### config.mk
export PLATFORM = sky130hd
export DESIGN_NAME = branch_predictor
export DESIGN_NICKNAME = d
export VERILOG_FILES = /design/src/rtl/branch_predictor.sv
export SDC_FILE = /design/constraint.sdc
export NUM_CORES = 2
export LEC_CHECK = 0
export CORE_MARGIN = 2
export CORE_UTILIZATION = 41
export CTS_CLUSTER_DIAMETER = 100
export DETAILED_ROUTE_END_ITERATION = 8
export GPL_ROUTABILITY_DRIVEN = 0
export PLACE_DENSITY = 0.59
export SLEW_MARGIN = 20
export SYNTH_ARGS = -nofsm -noshare
export SYNTH_HDL_FRONTEND = slang
export SYNTH_SLANG_ARGS = --single-unit
### constraint.sdc
create_clock -name clk -period 8.1 [get_ports clk]
set_clock_uncertainty 0.1 [all_clocks]
set_input_delay 1.215 -clock clk [delete_from_list [all_inputs] [get_ports clk]]
set_output_delay 1.215 -clock clk [all_outputs]
set_load 0.02 [all_outputs]
### src/rtl/branch_predictor.sv
// BTB + PHT next-fetch predictor with selectable bimodal or gshare indexing.
// Lookup is purely combinational; all learning and history updates land at the next rising edge.
module branch_predictor #(
  parameter  int ENTRIES  = 32,
  parameter  int CTR_BITS = 2,
  parameter  int GHR_BITS = 5,
  parameter  int MODE     = 0,
  localparam int IDX_W    = $clog2(ENTRIES)
) (
  input  logic                clk,
  input  logic                reset,
  input  logic [31:0]         current_pc,
  input  logic                lookup_en,
  output logic [31:0]         pred_pc,
  output logic                pred_taken,
  output logic [IDX_W-1:0]    pred_idx,
  output logic [GHR_BITS-1:0] pred_ghr,
  input  logic                upd_valid,
  input  logic [31:0]         upd_pc,
  input  logic [31:0]         upd_target,
  input  logic                upd_taken,
  input  logic                upd_is_jump,
  input  logic                upd_mispredict,
  input  logic [IDX_W-1:0]    upd_idx,
  input  logic [GHR_BITS-1:0] upd_ghr
);

  localparam int TAG_W = 30 - IDX_W;
  localparam logic [CTR_BITS-1:0] CTR_INIT = CTR_BITS'((1 << (CTR_BITS - 1)) - 1);
  localparam logic [CTR_BITS-1:0] CTR_MAX  = '1;

  logic [ENTRIES-1:0]  btb_valid_q, btb_valid_d;
  logic [ENTRIES-1:0]  btb_jump_q, btb_jump_d;
  logic [TAG_W-1:0]    btb_tag_q    [ENTRIES];
  logic [TAG_W-1:0]    btb_tag_d    [ENTRIES];
  logic [31:0]         btb_target_q [ENTRIES];
  logic [31:0]         btb_target_d [ENTRIES];
  logic [CTR_BITS-1:0] pht_q        [ENTRIES];
  logic [CTR_BITS-1:0] pht_d        [ENTRIES];
  logic [GHR_BITS-1:0] ghr_q, ghr_d;

  logic [IDX_W-1:0] lk_btb_idx, lk_pht_idx, upd_btb_idx;
  logic [TAG_W-1:0] lk_tag, upd_tag;
  logic             lk_hit, lk_is_jump, lk_ctr_taken;
  logic [GHR_BITS:0] spec_hist, upd_hist;
  logic             unused_ok;

  assign unused_ok = ^{current_pc[1:0], upd_pc[1:0]};

  // Lookup path: reads registered state only, so same-cycle updates are never bypassed.
  always_comb begin
    lk_btb_idx   = current_pc[IDX_W+1:2];
    lk_tag       = current_pc[31:IDX_W+2];
    lk_pht_idx   = (MODE == 1) ? (lk_btb_idx ^ IDX_W'(ghr_q)) : lk_btb_idx;
    lk_hit       = btb_valid_q[lk_btb_idx] && (btb_tag_q[lk_btb_idx] == lk_tag);
    lk_is_jump   = btb_jump_q[lk_btb_idx];
    lk_ctr_taken = pht_q[lk_pht_idx][CTR_BITS-1];
    pred_taken   = lk_hit && (lk_is_jump || lk_ctr_taken);
    pred_pc      = pred_taken ? btb_target_q[lk_btb_idx] : current_pc + 32'd4;
    pred_idx     = lk_pht_idx;
    pred_ghr     = ghr_q;
  end

  assign spec_hist = {ghr_q, pred_taken};
  assign upd_hist  = {upd_ghr, upd_taken};

  // A resolved mispredict repairs history and takes priority over speculative shifting.
  always_comb begin
    ghr_d = ghr_q;
    if (upd_valid && upd_mispredict) begin
      ghr_d = upd_is_jump ? upd_ghr : upd_hist[GHR_BITS-1:0];
    end else if (lookup_en && lk_hit && !lk_is_jump) begin
      ghr_d = spec_hist[GHR_BITS-1:0];
    end
  end

  always_comb begin
    pht_d = pht_q;
    if (upd_valid && !upd_is_jump) begin
      if (upd_taken) begin
        if (pht_q[upd_idx] != CTR_MAX) pht_d[upd_idx] = pht_q[upd_idx] + CTR_BITS'(1);
      end else begin
        if (pht_q[upd_idx] != '0) pht_d[upd_idx] = pht_q[upd_idx] - CTR_BITS'(1);
      end
    end
  end

  // Only redirecting outcomes allocate; a not-taken branch leaves its BTB slot untouched.
  always_comb begin
    upd_btb_idx  = upd_pc[IDX_W+1:2];
    upd_tag      = upd_pc[31:IDX_W+2];
    btb_valid_d  = btb_valid_q;
    btb_jump_d   = btb_jump_q;
    btb_tag_d    = btb_tag_q;
    btb_target_d = btb_target_q;
    if (upd_valid && (upd_taken || upd_is_jump)) begin
      btb_valid_d[upd_btb_idx]  = 1'b1;
      btb_jump_d[upd_btb_idx]   = upd_is_jump;
      btb_tag_d[upd_btb_idx]    = upd_tag;
      btb_target_d[upd_btb_idx] = upd_target;
    end
  end

  always_ff @(posedge clk) begin
    if (!reset) begin
      ghr_q       <= '0;
      btb_valid_q <= '0;
      for (int i = 0; i < ENTRIES; i++) pht_q[i] <= CTR_INIT;
    end else begin
      ghr_q       <= ghr_d;
      btb_valid_q <= btb_valid_d;
      pht_q       <= pht_d;
    end
  end

  // Payload fields are meaningless while their valid bit is clear, so they carry no reset.
  always_ff @(posedge clk) begin
    btb_jump_q   <= btb_jump_d;
    btb_tag_q    <= btb_tag_d;
    btb_target_q <= btb_target_d;
  end

endmodule

==> out/results.env <==
REG2REG_DEPTH=9
CTS_TREE='built'
POST_DRT_WL_PER_CELL_UM=32.4
ASYNC_RESET_FF_SHARE_PCT=0
FIRST_GLOBAL_VIAS=38400
SYNTH_CELLS=3620
CTS-HOLD-FIX-BUFFERS=0
FLOORPLAN.ROWS=158
CTS_MAX_PATH_BUFFERS=3
PLACED_CELL_AREA_UM2=81800
SETUP_TOTAL_NEGATIVE_SLACK_NS=0
WORST_HOLD_PATH.ENDPOINT='btb_valid_q[30]$_SDFFE_PN0P_'
FINALWIRELENGTH_UM=212000
WORSTSETUPSTARTPOINTTYPE='input port'
PERIOD_MINUS_SLACK_NS=7.59
FMAXACHIEVABLE_MHz=132
CTS_INSERTED_BUFFERS=190
FINAL_MIN_PERIOD_OVER_CLOCK_PERIOD_PCT=93.7
FILLERS=15300
DR.FIRST_ITER.DRC_COUNT=4854
DIEHEIGHT_UM=436
DP_HPWL_UM=116000
VIAS_PER_CELL=5.93
GRT_ANTENNA_BEFORE_REPAIR=25
DIE_AREA_UM2=191000
PLACEDCELLCOUNT=6171
CTS_ROOT_BUF='sky130_fd_sc_hd__clkbuf_16'
WORST_PATH_DOMINANT_CELL_FAMILY='compound AO/OA/AOI/OAI gates'
HORIZ_DIE_DIM_UM=436
HOLD_PATH_STARTPOINT='btb_valid_q[30]$_SDFFE_PN0P_'
HOLD_SLACK_NS=0.362
END_KIND='output pin'
CLOCK_INSERTION_DELAY_AT_THE_LATER_PIN_OF_THE_SKEW_REPORT_NS=0.83
H-TREE-DEPTH=4
REQUIRED_NS=6.78
GRT_PASS1_WL_UM=298000
SYNTH.YOSYS.WARNINGS=0
CRITICAL_PATH_CLASS='input port to output pin'
MIN_PATH_CELLS=1
CELLLEAKAGEPOWER_nW=27.4
CORE_AREA_UM2=186000
FINALHOLDVIOLCOUNT=0
GRT_MAX_DEGREE=102
NNETSFINAL=3999
COUNT_OF_INPUT_AND_OUTPUT_BUFFERS=153
TIMING.CRITICAL_PATH.ARRIVAL_NS=6.27
REGAREA_UM2=57800
SYNTH-EDFF-COUNT=1856
POST_CTS_BUFFERS=0
POSTROUTEANTENNANETS=0
LAYOUT-DRIVE-GT1-SHARE_PCT=24.9
SEQ_AREA_FRAC_SYNTH_PCT=75.3
POST_ROUTE_NON_FILLER_STANDARD_CELL_COUNT=6526
CP_NUM_BUF_INV=3
GRT_SETUP_UNREPAIRED='false'
GRT_OVERFLOW_TOTAL=0
CTS.SINK_COUNT=1957
REG2REG_TO='pred_ghr[0]$_SDFFE_PN0P_'
PATH_CLK_SLEW_NS=0.06
PER_INSTANCE_AVERAGE_AREA_AFTER_SYNTHESIS_UM2=21.2
IOPINCOUNT=156
STATUS='finished clean'
VIAS=38700
REG2REG_FROM='btb_tag_q[269]$_DFFE_PP_'
INITIAL_CELL_DENSITY_OF_THE_CORE_PCT=41.3
SYNTH_TO_LAYOUT_AREA_GROWTH_PCT=14.3
TIMING.CRITICAL_PATH.FANOUT_MAX=41
SETUP_SLACK_OF_THE_WORST_REGISTER_TO_REGISTER_PATH_NS=3.60
POST_SYNTH_INSTANCE_AREA_UM2=76700
DRV_SLEW=0
IRDROPWORSTVDD_mV=0.175
YS_SEQ_ELEMENTS=1957
CPMAXSTAGEDELAYCELL='sky130_fd_sc_hd__a2111oi_0'
TRACK_USAGE_PCT=22.1
POST_SYNTHESIS_NET_COUNT=3736
POSTSYNTH.TOPFLOPCELL='sky130_fd_sc_hd__edfxtp_1'
CPPEAKSTAGEDELAY_NS=1.04
MIN_PATH_TYPE='register to register'
MAXSLEWHEADROOM_PCT=13.8
PWR_DENSITY_nW_PER_UM2=237
DRT_PRE_ANTENNA_ITERS=5
CP_CELL_SEQUENCE='buf_8 -> mux4_2 -> a22o_1 -> a2111oi_0 -> o21ai_0 -> nor4b_1 -> and4_1 -> and4_2 -> buf_12 -> and3_1 -> a21oi_1 -> clkdlybuf4s50_1'
LAYOUT.CELL_AREA.NON_FILLER_UM2=87700
MAX_CAP_VIOL_COUNT=0
SETUP_VIOL=0
DRC=0
TIMING_WORST_SLEW_PIN_VALUE_NS=1.26
POST_CTS.RESIZED_INSTANCES=0
SYNTH.DISTINCT_CELLS=74
MULTI_INPUT_COMB_AREA_UM2=18100
## power by group
part | switching, mW | internal, mW
combinational | 0.679 | 0.462
clock | 3.77 | 4.67
sequential | 0.0219 | 11.2
total | 4.47 | 16.3
## layout make-up
cell class,instances,share of cell area [%]
tap,2480,3.54
inverter,10,0.0514
clock inverter,92,0.796
antenna,7,0.0200
sequential,1957,65.9
timing repair buffer,282,3.18
clock buffer,256,5.89
multi-input combinational,1442,20.7
## cells in the final DEF (no fill, tap or decap), types with 9 or more instances in the layout
cell	Yosys	routed
sky130_fd_sc_hd__a2111oi_0	13	10
sky130_fd_sc_hd__a211oi_1	10	10
sky130_fd_sc_hd__a21boi_0	28	28
sky130_fd_sc_hd__a21oi_1	43	43
sky130_fd_sc_hd__a22o_1	32	32
sky130_fd_sc_hd__and3_1	29	29
sky130_fd_sc_hd__buf_12	1	27
sky130_fd_sc_hd__buf_4	25	121
sky130_fd_sc_hd__clkbuf_1	100	55
sky130_fd_sc_hd__clkbuf_16	0	195
sky130_fd_sc_hd__clkdlybuf4s50_1	0	127
sky130_fd_sc_hd__clkinv_1	1	36
sky130_fd_sc_hd__clkinv_2	0	33
sky130_fd_sc_hd__dfxtp_1	101	101
sky130_fd_sc_hd__edfxtp_1	1856	1856
sky130_fd_sc_hd__mux2_2	13	13
sky130_fd_sc_hd__mux2i_1	117	117
sky130_fd_sc_hd__mux4_2	518	518
sky130_fd_sc_hd__nand2_1	155	155
sky130_fd_sc_hd__nand3_1	48	47
sky130_fd_sc_hd__nand3b_1	9	9
sky130_fd_sc_hd__nand4_1	11	11
sky130_fd_sc_hd__nor2_1	79	46
sky130_fd_sc_hd__nor2_4	0	33
sky130_fd_sc_hd__nor2b_1	16	14
sky130_fd_sc_hd__nor3_1	17	17
sky130_fd_sc_hd__o211ai_1	19	19
sky130_fd_sc_hd__o21a_1	40	40
sky130_fd_sc_hd__o21ai_0	53	53
sky130_fd_sc_hd__o221ai_1	13	13
sky130_fd_sc_hd__o22ai_1	35	35
sky130_fd_sc_hd__xnor2_1	20	19
sky130_fd_sc_hd__xor2_1	14	14
## registers in the layout (all words and copies together), names as in the netlist, named ones only
signal        flops
btb_target_q   1024
btb_tag_q       800
btb_jump_q       32
btb_valid_q      32
pht_q            32
pred_ghr          5
## kinds of logic after synthesis
kind of cell,after synthesis,synth area share (%)
AO/OA/AOI/OAI,334,3.14
XOR/XNOR,34,0.388
adder cells (fa/ha/maj),3,0.0490
buffers and inverters,221,1.46
flip-flops,1957,75.3
multiplexers,649,16.9
AND/OR/NAND/NOR,422,2.71
## cells in the mapped netlist (14+ instances only)
master	instances	area, um2
sky130_fd_sc_hd__buf_1	27	101
sky130_fd_sc_hd__mux2i_1	117	1170
sky130_fd_sc_hd__xnor2_1	20	175
sky130_fd_sc_hd__buf_2	41	205
sky130_fd_sc_hd__nor2b_1	16	100
sky130_fd_sc_hd__a22o_1	32	280
sky130_fd_sc_hd__buf_4	25	188
sky130_fd_sc_hd__dfxtp_1	101	2020
sky130_fd_sc_hd__a21boi_0	28	210
sky130_fd_sc_hd__and3_1	29	181
sky130_fd_sc_hd__clkbuf_1	100	375
sky130_fd_sc_hd__a21oi_1	43	215
sky130_fd_sc_hd__o21ai_0	53	265
sky130_fd_sc_hd__nand3_1	48	240
sky130_fd_sc_hd__buf_6	16	180
sky130_fd_sc_hd__o22ai_1	35	219
sky130_fd_sc_hd__nor3_1	17	85.1
sky130_fd_sc_hd__xor2_1	14	123
sky130_fd_sc_hd__edfxtp_1	1856	55700
sky130_fd_sc_hd__nand2_1	155	582
sky130_fd_sc_hd__nor2_1	79	297
sky130_fd_sc_hd__mux4_2	518	11700
sky130_fd_sc_hd__o211ai_1	19	143
sky130_fd_sc_hd__o21a_1	40	300
## worst max-delay path by stage
stage	start	slack, ns	to	cells after the start
CTS	current_pc[2]	0.54	pred_pc[26]	15
finish	current_pc[2]	0.51	pred_pc[26]	12
detailed placement	current_pc[2]	0.55	pred_pc[26]	15
floorplan	current_pc[2]	2.20	pred_pc[12]	16
global route	current_pc[2]	0.39	pred_pc[26]	15
global placement	current_pc[2]	0.58	pred_pc[26]	15
## routing by layer
layer  vias to the layer above  track usage (%)  routed length (um)
li1                      15800                -                   -
met1                     21000             31.4               88000
met2                      1563             36.0              104000
met3                       290             3.22               14300
met4                         8             5.93                4960
met5                         -                0                  48
## per-stage QoR
step / power (mW) / util, % / setup WS (ns)
finish: 20.8 / 47.2 / 0.514
global route: 21.4 / 47.2 / 0.388
CTS: 20.9 / 47.2 / 0.545
detailed placement: 12.6 / 44.1 / 0.550
global placement: 12.5 / 44.0 / 0.578
floorplan: 12.0 / - / 2.20
(Power assumes the default switching activity.)
